===== src/rtl/board_scanner.sv =====
// Maps VGA pixel coordinates onto a 4x4 tile grid and serves tile codes from a shadow board.
// Optional feature macro: NEW_TILE_BLINK_EN (blinks the newly placed tile for 64 frames after a latch).
module board_scanner (
  input  logic        clk,
  input  logic        rst,
  input  logic [10:0] h_cnt,
  input  logic [10:0] v_cnt,
  input  logic [63:0] board_in,
  input  logic        board_valid,
`ifdef NEW_TILE_BLINK_EN
  input  logic [4:0]  new_pos,
`endif
  output logic        board_ack,
  output logic [4:0]  curpos,
  output logic [3:0]  curdata,
  output logic [10:0] h_cnt_d,
  output logic [10:0] v_cnt_d
);

  typedef enum logic {S_WAIT, S_LATCH} state_t;

  state_t      r_state;
  logic        r_armed;
  logic        r_ack;
  logic [63:0] r_board;
  logic [4:0]  r_curpos;
  logic [3:0]  r_curdata;
  logic [10:0] r_h_d;
  logic [10:0] r_v_d;

  logic [1:0]  w_col;
  logic [1:0]  w_row;
  logic        w_col_ok;
  logic        w_row_ok;
  logic [4:0]  w_pos;
  logic [3:0]  w_cell;
  logic [3:0]  w_data;
  logic        w_blank;
  logic        w_do_latch;

`ifdef NEW_TILE_BLINK_EN
  logic [6:0]  r_frame;
  logic [4:0]  r_newpos;
  logic        w_frame_evt;
  logic        w_hide;
`endif

  always_comb begin
    w_col_ok = 1'b1;
    w_col    = '0;
    if      (h_cnt >= 11'd136 && h_cnt <= 11'd215) w_col = 2'd0;
    else if (h_cnt >= 11'd232 && h_cnt <= 11'd311) w_col = 2'd1;
    else if (h_cnt >= 11'd328 && h_cnt <= 11'd407) w_col = 2'd2;
    else if (h_cnt >= 11'd424 && h_cnt <= 11'd503) w_col = 2'd3;
    else                                           w_col_ok = 1'b0;

    w_row_ok = 1'b1;
    w_row    = '0;
    if      (v_cnt >= 11'd66  && v_cnt <= 11'd145) w_row = 2'd0;
    else if (v_cnt >= 11'd162 && v_cnt <= 11'd241) w_row = 2'd1;
    else if (v_cnt >= 11'd258 && v_cnt <= 11'd337) w_row = 2'd2;
    else if (v_cnt >= 11'd354 && v_cnt <= 11'd433) w_row = 2'd3;
    else                                           w_row_ok = 1'b0;
  end

  assign w_pos      = (w_col_ok && w_row_ok) ? ({1'b0, w_row, w_col} + 5'd1) : '0;
  assign w_cell     = r_board[{w_row, w_col, 2'b00} +: 4];
  assign w_blank    = (v_cnt >= 11'd480);
  assign w_do_latch = (r_state == S_WAIT) && board_valid && r_armed && w_blank;

`ifdef NEW_TILE_BLINK_EN
  assign w_frame_evt = (h_cnt == 11'd0) && (v_cnt == 11'd480);
  // Hidden during frames 0-15 and 32-47: bit 4 of the frame count is low there.
  assign w_hide      = (r_frame < 7'd64) && !r_frame[4] && (w_pos == r_newpos);
  assign w_data      = (w_pos == 5'd0 || w_hide) ? 4'd0 : w_cell;
`else
  assign w_data      = (w_pos == 5'd0) ? 4'd0 : w_cell;
`endif

  always_ff @(posedge clk or posedge rst) begin
    if (rst) begin
      r_state   <= S_WAIT;
      r_armed   <= 1'b1;
      r_ack     <= 1'b0;
      r_board   <= '0;
      r_curpos  <= '0;
      r_curdata <= '0;
      r_h_d     <= '0;
      r_v_d     <= '0;
    end else begin
      r_curpos  <= w_pos;
      r_curdata <= w_data;
      r_h_d     <= h_cnt;
      r_v_d     <= v_cnt;
      if (!board_valid) r_armed <= 1'b1;
      // The shadow copy happens on the edge entering LATCH so the ack cycle already shows the new board.
      case (r_state)
        S_WAIT: begin
          r_ack <= 1'b0;
          if (w_do_latch) begin
            r_state <= S_LATCH;
            r_ack   <= 1'b1;
            r_board <= board_in;
            r_armed <= 1'b0;
          end
        end
        S_LATCH: begin
          r_ack   <= 1'b0;
          r_state <= S_WAIT;
        end
        default: begin
          r_ack   <= 1'b0;
          r_state <= S_WAIT;
        end
      endcase
    end
  end

`ifdef NEW_TILE_BLINK_EN
  // Reset parks the counter saturated so nothing blinks until the first latch.
  always_ff @(posedge clk or posedge rst) begin
    if (rst) begin
      r_frame  <= 7'd64;
      r_newpos <= '0;
    end else if (w_do_latch) begin
      r_frame  <= '0;
      r_newpos <= new_pos;
    end else if (w_frame_evt && r_frame != 7'd64) begin
      r_frame  <= r_frame + 7'd1;
    end
  end
`endif

  assign board_ack = r_ack;
  assign curpos    = r_curpos;
  assign curdata   = r_curdata;
  assign h_cnt_d   = r_h_d;
  assign v_cnt_d   = r_v_d;

endmodule


===== config.mk =====
export PLATFORM = sky130hd
export DESIGN_NAME = board_scanner
export DESIGN_NICKNAME = d
export VERILOG_FILES = /design/src/rtl/board_scanner.sv
export SDC_FILE = /design/constraint.sdc
export NUM_CORES = 1
export LEC_CHECK = 0
export CAP_MARGIN = 5
export CORE_MARGIN = 1.5
export CORE_UTILIZATION = 48
export DETAILED_ROUTE_END_ITERATION = 8
export PLACE_DENSITY = 0.8
export SLEW_MARGIN = 40
export SYNTH_ARGS = -nofsm -noshare
export SYNTH_HDL_FRONTEND = slang
export SYNTH_SLANG_ARGS = --single-unit

===== constraint.sdc =====
create_clock -name clk -period 3.3 [get_ports clk]
set_input_delay 0.495 -clock clk [delete_from_list [all_inputs] [get_ports clk]]
set_output_delay 0.495 -clock clk [all_outputs]
set_load 0.02 [all_outputs]

* Word-level counts from Yosys, hierarchy flattened *
Cells that the tools add are included.

cells by class
  add/sub/neg operators = 1
  multipliers = 0
  div/mod/pow operators = 0
  order comparisons = 17
  equal/unequal tests = 0
  shift operators = 1
  muxes and demuxes = 23
  bitwise operators = 1
  reductions and logical operators = 14

operators with widths
  kind                                                                 count
  variable part select 64 x 7 -> 4 bit                                 1
  greater-or-equal comparator 11 x 9 -> 1 bit (second input constant)  5
  less-or-equal comparator 11 x 9 -> 1 bit (second input constant)     5
  greater-or-equal comparator 11 x 8 -> 1 bit (second input constant)  3
  less-or-equal comparator 11 x 8 -> 1 bit (second input constant)     3
  two-way mux 2 bit                                                    8
  logical AND 1 bit                                                    12
  two-way mux 1 bit                                                    12
  greater-or-equal comparator 11 x 7 -> 1 bit (second input constant)  1
  adder 4 x 1 -> 5 bit (second input constant)                         1
  logical NOT 5 bit                                                    1
  two-way mux 5 bit                                                    1
  two-way mux 4 bit                                                    1
  one-hot mux 1 bit (2 select lines)                                   1
  AND reduction 2 bit                                                  1
  inverter 1 bit                                                       1

storage, ports and cells
  bits in registers = 97
  latch bits = 0
  RAM bits = 0
  bits in read-only memories = 0
  bits of input ports = 89
  output and inout bits = 32
  word-level logic and storage cells = 64
  memories kept = 0

* Depth between registers and ports, before layout *
Gate-level depths: netlist of run 1.

  word-level depth = 10
  depth in mapped cells = 11
  depth with buffers taken out = 9

* Worst setup path before layout of run 1 *
Ideal clock, no wire load.

  kind = input -> register
  from = in h_cnt[3]
  to = reg r_curdata[0], in the netlist curdata[0]
  setup time = 0.127 ns
  arrival time = 2.158 ns
  required time = 3.173 ns
  path slack = 1.016 ns
  cell stages on the path = 11
  buffers on the path = 2
  cell sequence = buf_2 > o21a_1 > o2111ai_2 > o21a_4 > inv_4 > buf_2 > ha_1 > nor2_1 > o21ai_2 > a21oi_2 > a21oi_1

on the way
  longest elaborated chain between the ends = 10
  elaborated cells between the ends (all ways) = 26
  classes of those cells = add/sub (1); order compare (8); shift (1); mux (10); reduce/logical (6)

RTL lines
  item                                                                                                            line  text
  start: declaration                                                                                              6     input logic [10:0] h_cnt,
  greater-or-equal comparator 11 x 9 -> 1 bit / less-or-equal comparator 11 x 9 -> 1 bit (equally long branches)  54    else if (h_cnt >= 11'd424 && h_cnt <= 11'd503) w_col = 2'd3;
  logical AND 1 bit                                                                                               54
  two-way mux 2 bit / two-way mux 1 bit (equally long branches)                                                   54
  two-way mux 2 bit / two-way mux 1 bit (equally long branches)                                                   53    else if (h_cnt >= 11'd328 && h_cnt <= 11'd407) w_col = 2'd2;
  two-way mux 2 bit / two-way mux 1 bit (equally long branches)                                                   52    else if (h_cnt >= 11'd232 && h_cnt <= 11'd311) w_col = 2'd1;
  two-way mux 2 bit / two-way mux 1 bit (equally long branches)                                                   51    if (h_cnt >= 11'd136 && h_cnt <= 11'd215) w_col = 2'd0;
  adder 4 x 1 -> 5 bit / logical AND 1 bit (equally long branches)                                                66    assign w_pos = (w_col_ok && w_row_ok) ? ({1'b0, w_row, w_col} + 5'd1) : '0;
  two-way mux 5 bit                                                                                               66
  logical NOT 5 bit                                                                                               77    assign w_data = (w_pos == 5'd0) ? 4'd0 : w_cell;
  two-way mux 4 bit *                                                                                             77
  via w_data[0]                                                                                                   37    logic [3:0] w_data;
  end signal: assignment                                                                                          92    r_curdata <= w_data;
  end: declaration                                                                                                27    logic [3:0] r_curdata;

Mark *: on every way through the listed nets, which the timed path passes. The rest lies on a longest branch.
A chain may end at the register's enable or synchronous reset.

* Worst setup path after layout of run 1 *
Same ends and word-level chain as after synthesis.

==> results of run 1 <==
[through the flow]
| step | worst slack (ns) | hold WS (ns) |
|---|---|---|
| floorplan | 0.273 | 0.458 |
| global placement | 0.532 | 0.472 |
| detailed placement | 0.440 | 0.481 |
| CTS | 0.819 | 0.496 |
| global route | 0.589 | 0.524 |
| finish | 0.769 | 0.491 |
[cell type report]
type / count / area, um^2
fill: 644 / 2890
sequential: 97 / 2430
clock inverter: 7 / 58.8
tap: 108 / 135
inverter: 7 / 31.3
clock buffer: 9 / 124
timing repair buffer: 128 / 1300
multi-input combinational: 229 / 1750
[flip-flops by register name, summed over array words and instances (netlist names)]
register   cells
r_board       64
h_cnt_d       11
r_armed        1
board_ack      1
v_cnt_d       11
curpos         5
curdata        4
[power groups by stage]
| stage | logic [uW] | clock network [uW] | registers [uW] |
|---|---|---|---|
| after floorplan | 365 | 0 | 1510 |
| after global placement | 581 | 0 | 1530 |
| after detailed placement | 605 | 0 | 1530 |
| after CTS | 608 | 742 | 1510 |
| after global routing | 660 | 795 | 1530 |
| final | 603 | 722 | 1510 |
[tightest hold or removal path: stages, from the launching register on]
cell	delay (ns)
dfstp_2	0.38
inv_1	0.04
o21ai_0	0.07
[per-layer routing]
metal  up-vias  part of all wire  routed length (um)  GRT usage
li1       1522                 -                   -          -
met4         0             0.019                 185     0.0692
met2       137              0.48                4560      0.332
met3        13             0.063                 600     0.0573
met5         -                 0                   0          0
met1      1617              0.44                4220      0.287
[cells in the final DEF, fill, tap and decap left out, drive strengths merged, types with 2 or more instances in the layout]
| cell | n |
|---|---|
| and2 | 2 |
| or3 | 2 |
| nand3 | 3 |
| nand2b | 4 |
| nor2 | 8 |
| clkbuf | 9 |
| a32oi | 15 |
| o21ai | 6 |
| inv | 11 |
| a22oi | 9 |
| dfrtp | 96 |
| clkinvlp | 2 |
| a31o | 2 |
| nand2 | 49 |
| nor2b | 3 |
| mux2 | 64 |
| nor3 | 4 |
| nand4 | 3 |
| a31oi | 2 |
| o31ai | 2 |
| nor3b | 2 |
| a21oi | 25 |
| buf | 8 |
| clkdlybuf4s50 | 120 |
| and3 | 3 |
| o21a | 3 |
[worst paths after layout]
path                                start          end  slack [ns]
worst max-delay path             h_cnt[3]   curdata[0]        0.77
worst min-delay path              r_armed      r_armed        0.49
worst max register to register  board_ack  r_board[43]        1.49
worst min register to register    r_armed      r_armed        0.49
max in group asynchronous             rst      r_armed        2.07
min in group asynchronous             rst  r_board[41]        0.56
[cells by family after synthesis]
logic type,Yosys count
flops,97
simple gates,88
compound gates,75
mux,65
buf+inv,29
fa+ha+maj,1
==> summary.md, run 1 <==
| Metric | Value |
|---|---|
| Leading area contributor after synthesis | dfrtp_1 |
| Final setup viols | 0 |
| Synth warn | 0 |
| FF-to-FF path depth | 4 |
| Max frequency | 395 MHz |
| Hold path depth | 2 |
| Int Power | 2030 uW |
| Fraction of layout cells with a size suffix above 1 | 0.220 |
| Pwr Total | 2840 uW |
| Tmin final | 2.53 ns |
| Startpoint Class | primary input |
| # hold bufs at CTS | 0 |
| Mux cell area share after synthesis | 0.169 |
| XOR/XNOR share of the synthesized area | 0 |
| Cells after Synth | 355 |
| Unrepaired setup endpoints after global routing | false |
| Synth Flop Type | dfrtp_1 |
| GPL Wtd Cong | 0.843 |
| Hold Vio Cnt, Final | 0 |
| Worst Skew | 0.00772 ns |
| Clock transition at path regs | 0.09 ns |
| Detailed Routing Iterations Pass 1 | 5 |
| Die footprint | 9590 um^2 |
| Clock Path Buffers | 2 |
| Slew headroom | 0.571 |
| Post-synth EDFFs | 0 |
| Core Area | 8720 um^2 |
| WL per Instance | 16.3 um |
| Maximum vdd drop | 0.267 mV |
| Total track usage | 0.211 |
| CTS tree | done |
| WP buf/inv | 3 |
| Chip width | 97.9 um |
| Fin area | 5830 um^2 |
| Crit-path cells | clkdlybuf4s50_1 -> o21a_1 -> o2111ai_2 -> o21a_4 -> inv_4 -> buf_4 -> nand2_1 -> a32oi_1 -> a22oi_1 -> a21oi_1 |
| Simple-Gate Fraction of Synth Area | 0.100 |
| I/O Pins | 121 |
| Worst Path Required | 3.60 ns |
| Area fraction of the dominant cell type after synthesis | 0.555 |
| WP depth | 10 |
| Vias in the first global route | 3323 |
| Crit path DAT | 2.83 ns |
| Most frequent cell after synthesis | dfrtp_1 |
| Synth area leaders | dfrtp_1 56%, mux2_2 17%, nand2_1 4.3%, a32oi_1 3.0%, a21oi_1 2.8% |
| Initial antenna violation count | 0 |
| Lkg Pwr | 0.00235 uW |
| Layout Cells excl Fill | 585 |
| Slew @ Worst Pin | 0.643 ns |
| Largest stage delay, worst path | 0.69 ns |
| DR vias/cell | 5.62 |
| Status | finished clean |
| Grt ovf | 0 |
| Placed cell area | 5650 um^2 |
| H-tree depth | 3 |
| Share of power burned in combinational logic | 0.213 |
| Compound-cell area share of the yosys netlist | 0.133 |
| Post-layout nets | 562 |
| Switching pwr | 801 uW |
| Syn avg cell area | 12.2 um^2 |
| Largest delay share family, worst path | compound AO/OA/AOI/OAI gates |
| Area Growth Syn to Fin | 34.8% |
| HPWL Detailed | 7120 um |
| FF+latch count, synth | 97 |
| Yosys cell types | 52 |
| Area share of fa/ha/maj cells after synthesis | 0.00289 |
| DR DRC count | 0 |
| Sequential share of the synthesized area | 0.561 |
| Number of cell rows | 34 |
| Syn Nets | 445 |
| # port buffers | 120 |
| Initial core utilization | 0.496 |
| Clock share of power | 0.255 |
| CP max stage cell | clkdlybuf4s50_1 |
| Initial DRC Count | 172 |
| CTS Sinks | 97 |
| CTS Buf Count | 9 |
| ANT nets after route | 0 |
| Maxcap violations | 0 |
| CP Max Fanout | 34 |
| CP Capture Type | flip-flop |
| Crit Path Category | in -> reg |
| Max Slew Vio Count | 0 |
| Largest family of logic cells by synthesized area | multiplexers |
| Final core occ | 0.669 |
| Via count | 3289 |
| Setup TNS | 0 ns |
| Async SR Flop Fraction | 1.00 |
| Seq pwr share | 0.533 |
| First-pass GRT wire length | 16100 um |
| Hold crit path type | reg -> reg |
| Drt total wl | 9560 um |
| Cell count after placement | 569 |
| Die Ht | 97.9 um |
| Root Buffer | clkbuf_8 |
| Final period util | 0.767 |
| Mapped cell area | 4330 um^2 |
| Largest net degree at the start of global routing | 53 |
| Most frequent cells after synthesis | 96 x dfrtp_1, 64 x mux2_2, 49 x nand2_1 |
| Switch share | 0.282 |
| PD cells | 486 nW/um^2 |
| Post-CTS sizing | 0 |
| Ant diodes | 0 |
| Setup bufs post-CTS | 0 |
| Clock latency on the worst-skew pair | 0.37 ns |
No activity file was read; power rests on OpenSTA's default activity.
==> run 2: changes to the inputs <==
CORE_UTILIZATION = 43   (was 48)
PLACE_DENSITY = 0.76   (was 0.8)
clock period = 2.2 ns   (was 3.3 ns; I/O delays follow)
==> run 2 against run 1 <==
Hold slack lost 0.34 ns. Non-clock buffer count is 43 higher. Cell count grew 11%. Clock-buffer cell count is the same. Register-to-register slack worse by 0.89 ns. Clock power grew 55%. Sequential power is 50% higher. Critical path depth decreased by 1. Sequential cell count is the same. Cell area is 8.6% higher. Die area is 11% higher. Setup slack got worse by 0.66 ns.
==> summary.md, run 2 (synthesized netlist as in run 1, its figures left out) <==
| Metric | Value |
|---|---|
| Status | finished clean |
| CTS tree | done |
| Via count | 3411 (+3.7%) |
| DR vias/cell | 5.23 (-6.9%) |
| Drt total wl | 10500 um (+10%) |
| FF-to-FF path depth | 4 (unchanged) |
| Initial core utilization | 0.443 (-0.0535) |
| DR DRC count | 0 (unchanged) |
| Switching pwr | 1180 uW (+47%) |
| Hold path depth | 1 (-1) |
| Setup bufs post-CTS | 0 (unchanged) |
| Crit path launch | h_cnt[7] |
| Number of cell rows | 36 (+5.9%) |
| Ant diodes | 0 (unchanged) |
| Layout Cells excl Fill | 652 (+11%) |
| Final period util | 0.949 |
| Max frequency | 479 MHz |
| H-tree depth | 3 (unchanged) |
| Seq pwr share | 0.519 (-0.014) |
| R2R Path Start | board_ack |
| Final core occ | 0.648 (-0.0210) |
| Die Ht | 103 um (+5.5%) |
| CP max stage cell | clkdlybuf4s50_1 |
| Area Growth Syn to Fin | 46.3% |
| Fraction of layout cells with a size suffix above 1 | 0.291 (+0.0708) |
| Worst slack, placed | -0.392 ns (-0.833 ns) |
| Pwr Total | 4370 uW (+54%) |
| Hold path start | h_cnt[8] |
| GPL Wtd Cong | 0.849 (+0.60%) |
| Clock latency on the worst-skew pair | 0.35 ns (-0.02 ns) |
| Most flops, register | r_board |
| Most frequent cells in the layout | 115 x clkdlybuf4s50_1, 96 x dfrtp_1, 64 x mux2_2 |
| Hold path endpoint | h_cnt_d[8] |
| Slew @ Worst Pin | 0.529 ns (-0.114 ns) |
| Crit path DAT | 2.33 ns (-0.50 ns) |
| Initial antenna violation count | 0 (unchanged) |
| Largest stage delay, worst path | 0.60 ns (-0.09 ns) |
| First-pass GRT wire length | 16900 um (+5.0%) |
| Maximum vdd drop | 0.395 mV (+48%) |
| Initial DRC Count | 164 (-4.7%) |
| # port buffers | 120 (unchanged) |
| Max FFs per register | 64 (unchanged) |
| Min Hold Slack | 0.147 ns (-0.344 ns) |
| Worst R2R Setup Slack | 0.60 ns (-0.89 ns) |
| Clock share of power | 0.255 (about the same) |
| PD cells | 691 nW/um^2 (+42%) |
| Total track usage | 0.208 (-0.00323) |
| # hold bufs at CTS | 0 (unchanged) |
| Root Buffer | clkbuf_8 |
| CP Capture Type | flip-flop |
| Lkg Pwr | 0.00264 uW (+12%) |
| Worst Skew | 0.00521 ns (-0.00251 ns) |
| Hold Vio Cnt, Final | 0 (unchanged) |
| Clock transition at path regs | 0.09 ns (about the same) |
| Post-layout nets | 605 (+7.7%) |
| HPWL Detailed | 7870 um (+11%) |
| Grt ovf | 0 (unchanged) |
| Hold crit path type | in -> reg |
| Crit Path Category | in -> reg |
| Worst Path Required | 2.44 ns (-1.16 ns) |
| Setup ws final | 0.113 ns (-0.656 ns) |
| Maxcap violations | 0 (unchanged) |
| WP depth | 9 (-1) |
| I/O Pins | 121 (unchanged) |
| Detailed Routing Iterations Pass 1 | 5 (unchanged) |
| Reg2reg end | r_board[40] |
| Int Power | 3200 uW (+57%) |
| Vias in the first global route | 3460 (+4.1%) |
| Max Slew Vio Count | 0 (unchanged) |
| Unrepaired setup endpoints after global routing | false |
| ANT nets after route | 0 (unchanged) |
| Chip width | 103 um (+5.5%) |
| Largest delay share family, worst path | buffers and inverters |
| Core Area | 9770 um^2 (+12%) |
| Startpoint Class | primary input |
| WP buf/inv | 2 (-1) |
| Final setup viols | 0 (unchanged) |
| CTS Sinks | 97 (unchanged) |
| Share of power burned in combinational logic | 0.226 (+0.013) |
| Commonest non-fill, non-tap cell in the layout | clkdlybuf4s50_1 |
| WL per Instance | 16.1 um (-1.3%) |
| Switch share | 0.269 (-0.0137) |
| Die footprint | 10700 um^2 (+11%) |
| Clock Path Buffers | 2 (unchanged) |
| Tmin final | 2.09 ns |
| Crit-path cells | clkdlybuf4s50_1 -> and3b_1 -> a22oi_2 -> o21a_4 -> buf_12 -> or3_1 -> o311ai_1 -> a2bb2oi_1 -> a21oi_1 |
| Cell count after placement | 637 (+12%) |
| CTS Buf Count | 9 (unchanged) |
| Slew headroom | 0.645 (+0.0735) |
| Largest net degree at the start of global routing | 98 (+85%) |
| CP Max Fanout | 19 (-44%) |
[run 2: changes by cell type in the layout (fill, tap and decap cells not counted), moves of 3 or more]
cell / delta
buf_4: +35
buf_12: +8
clkdlybuf4s50_1: -5
dlymetal6s2s_1: +4
inv_6: -4
clkinv_2: +3
[run 2: power groups by stage]
stage	Sequential, uW	Clock [uW]	Combinational, uW
floorplan	2260	0	547
global placement	2290	0	954
detailed placement	2300	0	988
CTS	2270	1150	995
global route	2310	1210	1080
finish	2270	1120	988
[run 2: per-layer routing]
metal	GRT usage	routed length, um
met2	0.342	4910
met4	0.0655	146
met1	0.277	4820
met5	0	0
met3	0.0457	649
[run 2: final cells by class]
class	count	area [um^2]
Inverter	7	32.5
Clock inverter	6	60.1
Tap cell	133	166
Fill cell	790	3440
Multi-Input combinational cell	229	1790
Timing Repair Buffer	171	1730
Clock buffer	9	124
Sequential cell	97	2430
[run 2: worst max-delay path by stage]
stage / end / slack, ns
finish: curdata[2] / 0.11
floorplan: curdata[0] / 0.08
CTS: curdata[2] / 0.008
global placement: curdata[2] / -0.28
global route: curdata[0] / 0.02
detailed placement: curdata[2] / -0.39
[run 2: timing repair]
item | in CTS | in global routing
gates resized for setup | 2 | 9
pin swaps | 0 | 4
setup endpoints to repair | 1 | 7
[run 2: worst register-to-register path, stage by stage, from the launching register on]
cell and delay [ns]:
dfrtp_1 0.40, a21oi_1 0.18, and3_2 0.33, buf_12 0.21, mux2_2 0.37
[run 2: stage by stage]
stage          area (um^2)  setup TNS (ns)
2_1_floorplan         4330               0
5_1_grt               6330               0
3_3_place_gp          6100           -7.71
3_5_place_dp          6100           -7.56
4_1_cts               6300               0
6_report              6330               0
